===== src/rtl/sn7493_chain_ctrl_pkg.sv =====
// rtl/sn7493_chain_ctrl_pkg.sv - shared types, constants and count helper for the 7493 chain replacement
package sn7493_pkg;

  typedef enum logic [1:0] {
    ST_IDLE,
    ST_COUNT,
    ST_CLEAR
  } state_e;

  localparam int SYNC_STAGES_MIN = 2;

  function automatic int unsigned next_count(input int unsigned q, input int unsigned modulus);
    return (q == modulus - 32'd1) ? 32'd0 : q + 32'd1;
  endfunction

endpackage


===== src/rtl/sn7493_chain_ctrl_if.sv =====
// rtl/sn7493_chain_ctrl_if.sv - TTL-side inputs and count outputs of the chain controller
interface sn7493_chain_ctrl_if #(
  parameter int WIDTH = 9
);
  logic             CKA_N;
  logic             R0;
  logic             R1;
  logic             RUN;
  logic [WIDTH-1:0] Q;
  logic [WIDTH-1:0] STAGE_CE;
  logic             TC;
  logic             CLR;
  logic             OVERRUN;

  modport master (
    output CKA_N, R0, R1, RUN,
    input  Q, STAGE_CE, TC, CLR, OVERRUN
  );

  modport slave (
    input  CKA_N, R0, R1, RUN,
    output Q, STAGE_CE, TC, CLR, OVERRUN
  );
endinterface


===== src/rtl/sn7493_chain_ctrl_edge_sync.sv =====
// rtl/sn7493_chain_ctrl_edge_sync.sv - multi-flop synchronizer with falling-edge detect on the edge lane
module edge_sync #(
  parameter int   STAGES   = 2,
  parameter int   LVL_W    = 2,
  parameter logic EDGE_RST = 1'b1
) (
  input  logic             clk_i,
  input  logic             rst_ni,
  input  logic             edge_i,
  input  logic [LVL_W-1:0] lvl_i,
  output logic [LVL_W-1:0] lvl_o,
  output logic             fall_o
);
  localparam int W = LVL_W + 1;
  localparam logic [W-1:0] RST_VEC = {{LVL_W{1'b0}}, EDGE_RST};

  logic [STAGES-1:0][W-1:0] sync_q;
  logic [STAGES-1:0]        vld_q;
  logic                     prev_q;

  // vld_q marks which stages hold real samples rather than reset values, so a
  // count clock held low across reset release is not mistaken for a fall.
  always_ff @(posedge clk_i or negedge rst_ni) begin
    if (!rst_ni) begin
      sync_q <= {STAGES{RST_VEC}};
      vld_q  <= '0;
      prev_q <= 1'b0;
    end else begin
      sync_q <= {sync_q[STAGES-2:0], {lvl_i, edge_i}};
      vld_q  <= {vld_q[STAGES-2:0], 1'b1};
      prev_q <= sync_q[STAGES-1][0] & vld_q[STAGES-1];
    end
  end

  assign lvl_o  = sync_q[STAGES-1][W-1:1];
  assign fall_o = prev_q & ~sync_q[STAGES-1][0];

endmodule


===== src/rtl/sn7493_chain_ctrl.sv =====
// rtl/sn7493_chain_ctrl.sv - synchronous replacement for a 7493 ripple chain with terminal-count decode
module sn7493_chain_ctrl
  import sn7493_pkg::*;
#(
  parameter int WIDTH       = 9,
  parameter int MODULUS     = 455,
  parameter int SYNC_STAGES = 2
) (
  input logic              CLK,
  input logic              RESET_N,
  sn7493_chain_ctrl_if.slave bus
);

  if (MODULUS < 2 || longint'(MODULUS) > (longint'(1) << WIDTH)) begin : g_bad_modulus
    $error("sn7493_chain_ctrl: MODULUS out of range 2..2**WIDTH");
  end
  if (SYNC_STAGES < SYNC_STAGES_MIN) begin : g_bad_sync
    $error("sn7493_chain_ctrl: SYNC_STAGES below minimum");
  end

  logic [1:0] rst_pair_w;
  logic       fall_w;
  logic       clr_req;

  edge_sync #(
    .STAGES  (SYNC_STAGES),
    .LVL_W   (2),
    .EDGE_RST(1'b1)
  ) u_sync (
    .clk_i (CLK),
    .rst_ni(RESET_N),
    .edge_i(bus.CKA_N),
    .lvl_i ({bus.R1, bus.R0}),
    .lvl_o (rst_pair_w),
    .fall_o(fall_w)
  );

  assign clr_req = &rst_pair_w;

  state_e           state_q;
  logic [WIDTH-1:0] q_q;
  logic [WIDTH-1:0] ce_q;
  logic             tc_q;
  logic             clr_q;
  logic             ovr_q;
  logic [WIDTH-1:0] q_d;
  logic             wrap_d;

  always_comb begin
    q_d    = WIDTH'(next_count(32'(q_q), unsigned'(MODULUS)));
    wrap_d = (q_d == '0);
  end

  always_ff @(posedge CLK or negedge RESET_N) begin
    if (!RESET_N) begin
      state_q <= ST_IDLE;
      q_q     <= '0;
      ce_q    <= '0;
      tc_q    <= 1'b0;
      clr_q   <= 1'b0;
      ovr_q   <= 1'b0;
    end else begin
      ce_q <= '0;
      tc_q <= 1'b0;
      case (state_q)
        ST_IDLE: begin
          if (clr_req) begin
            state_q <= ST_CLEAR;
            clr_q   <= 1'b1;
            q_q     <= '0;
            ce_q    <= q_q;
          end else if (bus.RUN) begin
            state_q <= ST_COUNT;
          end
        end
        ST_COUNT: begin
          // A clear request beats a count edge arriving in the same cycle.
          if (clr_req) begin
            state_q <= ST_CLEAR;
            clr_q   <= 1'b1;
            q_q     <= '0;
            ce_q    <= q_q;
          end else begin
            if (fall_w) begin
              q_q  <= q_d;
              ce_q <= q_q ^ q_d;
              tc_q <= wrap_d;
            end
            if (!bus.RUN) state_q <= ST_IDLE;
          end
        end
        ST_CLEAR: begin
          if (fall_w) ovr_q <= 1'b1;
          if (!clr_req) begin
            clr_q   <= 1'b0;
            state_q <= bus.RUN ? ST_COUNT : ST_IDLE;
          end
        end
        default: state_q <= ST_IDLE;
      endcase
    end
  end

  assign bus.Q        = q_q;
  assign bus.STAGE_CE = ce_q;
  assign bus.TC       = tc_q;
  assign bus.CLR      = clr_q;
  assign bus.OVERRUN  = ovr_q;

endmodule

===== src/flat_wrapper.sv =====
// flat-port wrapper written by rule: the top's interface ports become plain ports
module sn7493_chain_ctrl_flat import sn7493_pkg::*;
#(
  parameter int WIDTH       = 9,
  parameter int MODULUS     = 455,
  parameter int SYNC_STAGES = 2
)
  (CLK, RESET_N, bus_CKA_N, bus_R0, bus_R1, bus_RUN, bus_Q, bus_STAGE_CE, bus_TC, bus_CLR, bus_OVERRUN);
  sn7493_chain_ctrl_if #(.WIDTH(WIDTH)) bus_i ();
  input logic CLK;
  input logic RESET_N;
  input wire logic [$bits(bus_i.CKA_N)-1:0] bus_CKA_N;
  input wire logic [$bits(bus_i.R0)-1:0] bus_R0;
  input wire logic [$bits(bus_i.R1)-1:0] bus_R1;
  input wire logic [$bits(bus_i.RUN)-1:0] bus_RUN;
  output wire logic [$bits(bus_i.Q)-1:0] bus_Q;
  output wire logic [$bits(bus_i.STAGE_CE)-1:0] bus_STAGE_CE;
  output wire logic [$bits(bus_i.TC)-1:0] bus_TC;
  output wire logic [$bits(bus_i.CLR)-1:0] bus_CLR;
  output wire logic [$bits(bus_i.OVERRUN)-1:0] bus_OVERRUN;
  assign bus_i.CKA_N = bus_CKA_N;
  assign bus_i.R0 = bus_R0;
  assign bus_i.R1 = bus_R1;
  assign bus_i.RUN = bus_RUN;
  assign bus_Q = bus_i.Q;
  assign bus_STAGE_CE = bus_i.STAGE_CE;
  assign bus_TC = bus_i.TC;
  assign bus_CLR = bus_i.CLR;
  assign bus_OVERRUN = bus_i.OVERRUN;
  sn7493_chain_ctrl #(.WIDTH(WIDTH), .MODULUS(MODULUS), .SYNC_STAGES(SYNC_STAGES)) u_core (.CLK(CLK), .RESET_N(RESET_N), .bus(bus_i));
endmodule

===== config.mk =====
export PLATFORM = sky130hd
export DESIGN_NAME = sn7493_chain_ctrl_flat
export DESIGN_NICKNAME = d
export VERILOG_FILES = /design/src/rtl/sn7493_chain_ctrl_pkg.sv /design/src/rtl/sn7493_chain_ctrl_if.sv /design/src/rtl/sn7493_chain_ctrl_edge_sync.sv /design/src/rtl/sn7493_chain_ctrl.sv /design/src/flat_wrapper.sv
export SDC_FILE = /design/constraint.sdc
export NUM_CORES = 1
export LEC_CHECK = 0
export BUFFER_PORTS_ARGS = -buffer_cell sky130_fd_sc_hd__buf_2
export CAP_MARGIN = 20
export CORE_MARGIN = 5
export CORE_UTILIZATION = 48
export CTS_BUF_LIST = sky130_fd_sc_hd__clkbuf_8 sky130_fd_sc_hd__clkbuf_16
export DETAILED_ROUTE_END_ITERATION = 12
export MAX_ROUTING_LAYER = met4
export PLACE_DENSITY = 0.73
export SETUP_SLACK_MARGIN = 0.3
export SYNTH_ARGS = -nofsm -noshare
export SYNTH_HDL_FRONTEND = slang
export SYNTH_SLANG_ARGS = --single-unit

===== constraint.sdc =====
create_clock -name CLK -period 1.7 [get_ports CLK]
set_input_delay 0.085 -clock CLK [delete_from_list [all_inputs] [get_ports CLK]]
set_output_delay 0.085 -clock CLK [all_outputs]
set_load 0.05 [all_outputs]

Word-level counts from Yosys, hierarchy flattened:

Index checks and enable logic that the tools add are counted.

* bits in registers: 32
* input port bits: 6
* output and inout bits: 21

* $add $sub $neg: 1
* eq/ne operators: 9
* multiplexer cells: 22
* bitwise operators: 4
* reduce and logical (&&, ||, !) cells: 10

Operator list (count)
* 9-bit 2-to-1 mux: 7
* 9-bit one-hot mux with 2 select lines: 2
* 2-bit 2-to-1 mux: 5
* 9-bit by 1-bit adder with 9-bit output, second input constant: 1
* 9-bit equality test, second input constant: 1
* 9-bit logical NOT: 1
* 3-bit AND reduction: 3
* 9-bit XOR: 1
* 1-bit 2-to-1 mux: 6
* 3-bit by 2-bit inequality test with 1-bit output, second input constant: 2
* 2-bit one-hot mux with 3 select lines: 1
* 2-bit by 1-bit inequality test with 1-bit output, second input constant: 2
* 2-bit AND reduction: 2
* 2-bit nonzero test: 2
* 3-bit by 1-bit inequality test with 1-bit output, second input constant: 1
* 1-bit AND: 2
* 2-bit by 1-bit equality test with 1-bit output, second input constant: 1
* 2-bit equality test, second input constant: 1
* 2-bit logical NOT: 1
* 2-bit inequality test, second input constant: 1
* 1-bit one-hot mux with 2 select lines: 1
* 2-bit OR reduction: 1
* 1-bit inverter: 1

Longest topological paths before layout:

Gate-level depths: netlist of the first run.

* depth in word-level cells: 6
* depth in mapped cells: 9

By module:

From an unflattened synthesis of the first run, not the netlist that was laid out.

* cells, all modules: 131
* area total of the unflattened synthesis: 1456.4 sq um

Modules (own cells, without submodules)
* sn7493_chain_ctrl: instances 1, cells an instance 117, area each 1193.6 sq um, sequential area each 575.6 sq um
* edge_sync: instances 1, cells an instance 14, area each 262.8 sq um, sequential area each 227.7 sq um

Worst setup path after synthesis of the first run:

OpenSTA, ideal clock, no wires.

* kind: reg-to-reg
* start: reg u_core.q_q[1], in the netlist u_core.bus.Q[1]
* end: reg u_core.q_q[5], in the netlist u_core.bus.Q[5]
* library setup time: 118 ps
* arrival: 2058 ps
* data required time: 1582 ps
* setup slack: -476 ps
* stages on the path, launching flop included: 9
* path buffers: 2
* cells stage by stage: dfrtp_1 ha_1 nand2_1 or4_4 buf_6 nand2_4 buf_6 o21ai_1 a21o_1

* cells in the longest elaborated chain, start to end: 5
* elaborated cells between the ends (all ways): 6
* classes of those cells: add/sub: 1; eq/ne: 1; mux: 4

RTL lines
* start: declaration: line sn7493_chain_ctrl.sv:41 `logic [WIDTH-1:0] q_q;`
* start signal: assignment: line sn7493_chain_ctrl.sv:85 `q_q <= q_d;`
* 9-bit by 1-bit adder with 9-bit output or 9-bit equality test (tied branches): line sn7493_chain_ctrl_pkg.sv:13 `return (q == modulus - 32'd1) ? 32'd0 : q + 32'd1;`
* 9-bit 2-to-1 mux *: line sn7493_chain_ctrl_pkg.sv:13
* 9-bit 2-to-1 mux *: line sn7493_chain_ctrl.sv:84 `if (fall_w) begin`
* 9-bit 2-to-1 mux *: line sn7493_chain_ctrl.sv:78 `if (clr_req) begin`
* 9-bit one-hot mux with 2 select lines *: line sn7493_chain_ctrl.sv:65 `case (state_q)`

Mark *: on every way between the ends. The rest lies on a longest branch, timed or not. The select of a mux whose other input is x is not followed.
A chain may end at the register's enable or synchronous reset.

Worst setup path in the final report of the first run:

* start: reg u_core.q_q[0], in the netlist u_core.bus.Q[0]
* end: reg u_core.q_q[2], in the netlist u_core.bus.Q[2]

The elaborated chain is that of the path after synthesis.

==> metrics.md, run 1 <==
| Metric | Value |
|---|---|
| Status | `finished, violations left` |
| Failing checks | `negative setup slack` |
| Mux cell area share after synthesis | `1.40%` |
| CP peak stage delay | `590 ps` |
| Global-route usage over all layers | `19.4%` |
| GR Util met1 | `around a quarter` |
| GP Congestion | `~0.92` |
| # diodes | `0` |
| CP arrival | `about 1900 ps` |
| DRC viols | `0` |
| Yosys warns | `0` |
| WS Path Type | `flop to flop` |
| Core footprint | `2810 µm²` |
| Part of the cycle the worst path needs | `102%` |
| Post-route cell area | `1940 µm²` |
| Placed cells | `around 210` |
| TritonCTS buffer count | `5` |
| HPWL Detailed | `approximately 2400 µm` |
| Via count | `between 1000 and 1500` |
| Mapped Nets | `about 150` |
| Largest family of logic cells by synthesized area | `simple AND/OR/NAND/NOR gates` |
| Worst-path clk slew | `approximately 70 ps` |
| Peak VDD IR | `0.000524 V` |
| Die width | `around 65 µm` |
| Synth Area in Simple Gates | `20.1%` |
| Seq cells post-synth | `32` |
| Met2 Track Usage GR | `30.0%` |
| Setup Skew | `about 13 ps` |
| Post-Syn Area | `between 1000 and 1500 µm²` |
| Setup WS post-layout | `-39.2 ps` |
| Cell Pwr Density | `817 nW/µm²` |
| Pre-CTS setup slack | `-56.6 ps` |
| Number of enable flip-flop cells after synthesis | `0` |
| Syn Area/Cell | `10.4 µm²` |
| First-pass GRT wire length | `6010 µm` |
| Yosys cell types | `37` |
| Ports | `27` |
| Final Max Slew Viols | `0` |
| Crit Reg-Reg Startpoint | `u_core.bus.Q[0]` |
| Critical path fanouts, max | `6` |
| Initial antenna violation count | `0` |
| Routed wire length | `3480 µm` |
| Max Cap Violations | `0` |
| Global route overflow | `0` |
| Setup TNS | `-266 ps` |
| Reg2Reg Depth | `7` |
| Initial core utilization | `51.0%` |
| Post-synthesis compound-gate area fraction | `15.9%` |
| Synth Area in XOR/XNOR | `1.22%` |
| Worst hold path class | `primary input to flop` |
| Synth Flop Type | `dfrtp_1` |
| CTS H-tree lvls | `2` |
| Vias per cell | `5.80` |
| Startpoint types | `flop` |
| Core Util, Final | `69.0%` |
| Area grow syn2layout | `35.4%` |
| FP Rows | `19` |
| Hold Path End | `u_core.state_q[0]` |
| Die H | `64.6 µm` |
| CP Capture Type | `flop` |
| Die area | `4170 µm²` |
| Drt pass-1 iters | `4` |
| Largest net degree at the start of global routing | `33` |
| Max-slew headroom at the worst pin | `53.7%` |
| Critical Path RT | `between 1500 and 2000 ps` |
| Vias in the first global route | `1257` |
| Hold Vio Cnt, Final | `0` |
| Placed cell areas | `1710 µm²` |
| GR peak layer | `met2` |
| Reg-to-reg critical path endpoint | `u_core.bus.Q[2]` |
| CTS tree | `built` |
| Adder-cell share of the synthesized area | `between 1.5 and 2%` |
| Hold Crit Depth | `2` |
| Max Root-Sink Buffers | `2` |
| Worst-Skew Late Latency | `~290 ps` |
| DR WL/cell | `15.8 µm` |
| Cells after Synth | `138` |
| Worst Tran Pin Value | `695 ps` |
| Final #Nets | `approximately 200` |
| # port buffers | `26` |
| RSZ-0062 raised after global routing | `true` |
| Detailed Route Iter0 Violations | `71` |
| Leakage power | `0.000944 µW` |
| Sequential-to-total area share from yosys stat | `56.2%` |
| Slowest CP cell | `or4_4` |
| Layout cells sized above 1 | `45.0%` |
| Reg2Reg Setup Slack | `-40 ps` |
| Met3 GRT Util | `3.80%` |
| ANT nets after route | `0` |
| Peak Freq | `~570 MHz` |
| Worst path cell trace | `inv_2 > ha_4 > nand2_2 > or4_4 > nand2_4 > o21ai_1 > a21o_1` |
| Clock sink count | `32` |
| Clock tree root buffer cell | `clkbuf_8` |
| Final setup viols | `10` |
| Layout Cells excl Fill | `220` |
| Worst Hold Launch | `bus_RUN` |
| Asr flop ratio synth | `100%` |
| Minimum clock period | `roughly 1700 ps` |
-- state kept, by name, indices dropped and copies added, names as in the netlist --
register / count
u_core.u_sync.vld_q: 2
u_core.u_sync.lvl_o: 2
u_core.bus.OVERRUN: 1
u_core.bus.TC: 1
u_core.state_q: 2
u_core.u_sync.prev_q: 1
u_core.bus.CLR: 1
u_core.bus.Q: 9
u_core.u_sync.sync_q: 4
u_core.bus.STAGE_CE: 9
-- cell usage after synthesis (all sizes together), types with 3 or more instances --
cell type	instances	area, µm²
dfrtp	30	751
or2	3	21.3
nor3	8	40.0
nand3	7	35.0
clkbuf	4	15.0
and3	3	18.8
o21ai	15	75.1
a21o	9	67.6
nor2	5	18.8
a21oi	9	45.0
buf	3	26.3
nand2	14	60.1
-- cell type report --
cell class	count	area [µm²]
Inverter	1	3.75
Fill cell	224	868
Tap cell	31	38.8
Sequential cell	32	812
Multi-Input combinational cell	99	676
Timing Repair Buffer	49	313
Clock inverter	2	11.3
Clock buffer	6	82.6
-- per-layer routing --
layer	routed length (µm)	part of all wire (%)
met1	1500	43
met2	1660	48
met3	244	7.0
met4	71	2.0
met5	0	0
-- worst max path at each step --
stage / slack (ps) / cells after the start / to / startpoint
after floorplan: -290 / 7 / u_core.bus.Q[5] / u_core.bus.Q[3]
after global placement: -30 / 5 / u_core.bus.Q[4] / u_core.bus.Q[3]
after detailed placement: -60 / 5 / u_core.bus.Q[4] / u_core.bus.Q[3]
after CTS: -10 / 7 / u_core.bus.Q[1] / u_core.bus.Q[0]
after global routing: -110 / 7 / u_core.bus.STAGE_CE[2] / u_core.bus.Q[0]
final: -40 / 7 / u_core.bus.Q[2] / u_core.bus.Q[0]
-- logic make-up after synthesis --
| family | count (synthesis) |
|---|---|
| other cells | 1 |
| compound gates | 38 |
| fa+ha+maj | 2 |
| simple gates | 53 |
| buf+inv | 8 |
| xor+xnor | 2 |
| flops | 32 |
| mux | 2 |
-- where the power goes --
group          switching [µW]  internal [µW]
clock network             278            322
registers                18.3            791
logic                     115           56.1
total                     412           1170
-- placed cells by master, fill, tap and decap left out, drive strengths merged --
| master | synthesis | layout |
|---|---|---|
| a21o | 9 | 9 |
| a21oi | 9 | 9 |
| a22o | 1 | 1 |
| a31o | 1 | 1 |
| a31oi | 1 | 1 |
| and2 | 2 | 2 |
| and3 | 3 | 3 |
| buf | 3 | 45 |
| clkbuf | 4 | 6 |
| clkinvlp | 0 | 1 |
| conb | 1 | 1 |
| dfrtp | 30 | 30 |
| dfstp | 2 | 2 |
| dlygate4sd3 | 0 | 4 |
| ha | 2 | 2 |
| inv | 1 | 2 |
| mux2i | 2 | 2 |
| nand2 | 14 | 15 |
| nand3 | 7 | 7 |
| nand3b | 1 | 1 |
| nand4 | 2 | 2 |
| nor2 | 5 | 5 |
| nor3 | 8 | 8 |
| nor3b | 1 | 1 |
| nor4 | 2 | 2 |
| nor4bb | 1 | 1 |
| o21ai | 15 | 15 |
| o22a | 1 | 1 |
| o31ai | 1 | 1 |
| or2 | 3 | 3 |
| or3 | 2 | 2 |
| or4 | 2 | 2 |
| xnor2 | 1 | 1 |
| xor2 | 1 | 1 |
-- through the flow --
stage / hold slack [ps] / power [µW]
finish: 31.2 / 1580
global route: 41.1 / 1650
CTS: 27.0 / 1590
detailed placement: 161 / 976
global placement: 149 / 968
floorplan: -211 / 915
-- worst max-delay path, delay by kind of cell, from the launching register on --
family                     cells  cell delay, ps
and+or+nand+nor                3             790
DFF                            1             400
AOI/OAI and AO/OA              2             250
adders and majority gates      1             120
buffers and inverters          1              70
-- timing repair --
item | CTS | global route
endpoints found under the setup margin | 18 | 18
pin swaps | 11 | 6
endpoints found under the hold margin | 33 | 0
hold buffers | 4 | 0
buffers inserted | 1 | 1
resized for setup | 16 | 3
gates cloned | 1 | 0
(Power assumes the default switching activity.)
==> run 2: changes to the inputs <==
Settings changed: BUFFER_PORTS_ARGS -buffer_cell sky130_fd_sc_hd__buf_2 to default, CORE_UTILIZATION 48 to 49, DONT_BUFFER_PORTS from default to 1, PLACE_DENSITY 0.73 to 0.66.
==> run 2 against run 1 <==
Net effect: the flow still finishes with violations (negative setup slack); cell count is 6.8% lower; sequential share of layout area fell by 0.61 points; clock power about the same; critical path type unchanged; die area decreased by 1.7%; count of clock-buffer cells in the layout did not move; flip-flop and latch count is the same; power up 0.76%; largest cell class unchanged; first-iteration DRC count down 17%; via count shrank 5.9%; sequential power increased by 3.2%; core utilization rose by 1.6 points; worst hold slack gained 220 ps.
==> metrics.md, run 2 (synthesized netlist as in run 1, its figures left out) <==
| Metric | Value |
|---|---|
| Peak VDD IR | `0.000857 V (was 0.000524 V)` |
| Leading cell type in the layout, fill and taps excluded | `dfrtp_1 (was buf_2)` |
| CTS H-tree lvls | `2 (unchanged)` |
| Worst-path clk slew | `70 ps (about the same)` |
| Via count | `1202 (was 1277)` |
| Max-slew headroom at the worst pin | `64.4% (was 53.7%)` |
| # port buffers | `0 (was 26)` |
| Initial antenna violation count | `0 (unchanged)` |
| ANT nets after route | `0 (unchanged)` |
| Peak Freq | `551 MHz (was 575 MHz)` |
| Part of the cycle the worst path needs | `107% (was 102%)` |
| Failing checks | `negative setup slack (unchanged)` |
| # diodes | `0 (unchanged)` |
| Largest net degree at the start of global routing | `33 (unchanged)` |
| DRC viols | `0 (unchanged)` |
| Max Root-Sink Buffers | `2 (unchanged)` |
| Die width | `64.0 µm (was 64.6 µm)` |
| Clock Power Share | `37.5% (was 38.0%)` |
| Commonest cells after routing, fill and taps aside | `23 x dfrtp_1, 20 x buf_4, 12 x nand2_1 (was 26 x buf_2, 23 x dfrtp_1, 19 x buf_4)` |
| Core footprint | `2780 µm² (was 2810 µm²)` |
| Drt pass-1 iters | `4 (unchanged)` |
| Placed cell areas | `1630 µm² (was 1710 µm²)` |
| Worst-Skew Late Latency | `290 ps (about the same)` |
| Final Max Slew Viols | `0 (unchanged)` |
| Routed wire length | `3620 µm (was 3480 µm)` |
| Vias per cell | `5.86 (was 5.80)` |
| Final #Nets | `181 (was 196)` |
| CP peak stage delay | `570 ps (was 590 ps)` |
| Slowest CP cell | `or4_4 (unchanged)` |
| Minimum clock period | `1810 ps (was 1740 ps)` |
| Leakage power | `0.000901 µW (was 0.000944 µW)` |
| Worst Tran Pin Value | `531 ps (was 695 ps)` |
| RSZ-0062 raised after global routing | `true (unchanged)` |
| Layout cells sized above 1 | `38.5% (was 45.0%)` |
| Flop pwr share | `52.4% (was 51.2%)` |
| Cell family with most CP delay | `simple AND/OR/NAND/NOR gates (unchanged)` |
| WS Path Type | `flop to flop (unchanged)` |
| Status | `finished, violations left (unchanged)` |
| Area grow syn2layout | `37.4% (was 35.4%)` |
| Clock tree root buffer cell | `clkbuf_8 (unchanged)` |
| Total power draw | `1590 µW (was 1580 µW)` |
| Core Util, Final | `70.7% (was 69.0%)` |
| Setup WS post-layout | `-114 ps (was -39.2 ps)` |
| Sw Share | `25.8% (was 26.0%)` |
| DR WL/cell | `17.7 µm (was 15.8 µm)` |
| WL met3 | `241 µm (was 244 µm)` |
| Power Internal | `1180 µW (was 1170 µW)` |
| Worst path buffer plus inverter count | `1 (unchanged)` |
| Setup Skew | `10.8 ps (was 13.2 ps)` |
| Post-route cell area | `1970 µm² (was 1940 µm²)` |
| Metal-1 WL | `1540 µm (was 1500 µm)` |
| Vias in the first global route | `1244 (was 1257)` |
| CP arrival | `1990 ps (was 1930 ps)` |
| Hold Vio Cnt, Final | `0 (unchanged)` |
| Die H | `64.0 µm (was 64.6 µm)` |
| Clock sink count | `32 (unchanged)` |
| Metal2 WL | `1780 µm (was 1660 µm)` |
| First-pass GRT wire length | `6020 µm (was 6010 µm)` |
| Cell Pwr Density | `811 nW/µm² (was 817 nW/µm²)` |
| Worst path cell trace | `or2_4 > or4_4 > nand2_4 > buf_12 > o21ai_1 > a21o_1 (was inv_2 > ha_4 > nand2_2 > or4_4 > nand2_4 > o21ai_1 > a21o_1)` |
| GP Congestion | `0.929 (was 0.920)` |
| Die area | `4100 µm² (was 4170 µm²)` |
| Worst hold path class | `primary input to async pin (was primary input to flop)` |
| CTS tree | `built (unchanged)` |
| Proportion of power drawn by combinational gates | `10.0% (was 10.8%)` |
| Global-route usage over all layers | `19.5% (was 19.4%)` |
| TritonCTS buffer count | `5 (unchanged)` |
| FP Rows | `19 (unchanged)` |
| Max Cap Violations | `0 (unchanged)` |
| Critical Path RT | `1880 ps (was 1890 ps)` |
| Ports | `27 (unchanged)` |
| HPWL Detailed | `2260 µm (was 2430 µm)` |
| Critical path fanouts, max | `4 (was 6)` |
| CP Capture Type | `flop (unchanged)` |
| Final Hold Slack | `256 ps (was 31.2 ps)` |
| Highest metal used | `met4 (unchanged)` |
| Global route overflow | `0 (unchanged)` |
| Detailed Route Iter0 Violations | `59 (was 71)` |
| Final setup viols | `15 (was 10)` |
| Initial core utilization | `51.4% (was 51.0%)` |
| Sw Pwr | `412 µW (about the same)` |
| Startpoint types | `flop (unchanged)` |
| Fillers | `198 (was 224)` |
-- run 2: cell count changes in the layout (fill, tap and decap cells not counted), sizes merged --
cell / previous run / this run
nand2: 15 / 14
dlygate4sd3: 4 / 5
buf: 45 / 30
-- run 2: path summary, 6_finish.rpt --
path / start / depth (start not counted) / endpoint / slack [ps]
max in group asynchronous: RESET_N / 2 / u_core.u_sync.sync_q[0] / 1200
min in group CLK: bus_CKA_N / 1 / u_core.u_sync.sync_q[0] / 350
min: RESET_N / 2 / u_core.bus.TC / 260
max: u_core.bus.Q[3] / 6 / u_core.bus.Q[6] / -110
max reg2reg: u_core.bus.Q[3] / 6 / u_core.bus.Q[6] / -110
min reg2reg: u_core.u_sync.vld_q[0] / 0 / u_core.u_sync.vld_q[1] / 350
-- run 2: area by class of cell --
| cell class | instances | area [µm²] | share of cell area [%] |
|---|---|---|---|
| clock buffers | 6 | 82.6 | 4.20 |
| clock inverters | 2 | 11.3 | 0.573 |
| inverters | 1 | 3.75 | 0.191 |
| multi-input cells | 98 | 669 | 34.1 |
| flip-flops and latches | 32 | 812 | 41.3 |
| well taps | 31 | 38.8 | 1.97 |
| repair buffers | 35 | 348 | 17.7 |
-- run 2: stage by stage --
stage	worst slack, ps	instances	TNS [ps]
floorplan	-293	138	-2620
global placement	-33.2	184	-49.0
detailed placement	-61.0	184	-135
CTS	-71.7	205	-634
global route	-168	205	-1930
finish	-114	205	-1160
-- run 2: per-layer routing --
metal	track usage, %	up-vias
li1	-	560
met1	23.5	595
met2	28.5	42
met3	7.18	5
met4	9.61	0
met5	-	-
-- run 2: power by group through the flow --
| stage | combinational (µW) | clock, µW | sequential [µW] |
|---|---|---|---|
| floorplan | 43.9 | 0 | 872 |
| global route | 174 | 659 | 839 |
| finish | 160 | 598 | 836 |
| detailed placement | 109 | 0 | 852 |
| CTS | 156 | 612 | 836 |
| global placement | 108 | 0 | 850 |
-- run 2: timing repair --
item	CTS	global route
hold endpoints to repair	36	0
endpoints found under the setup margin	18	19
setup buffers	7	0
hold buffers	6	0
resized for setup	14	10
pin swaps	7	6
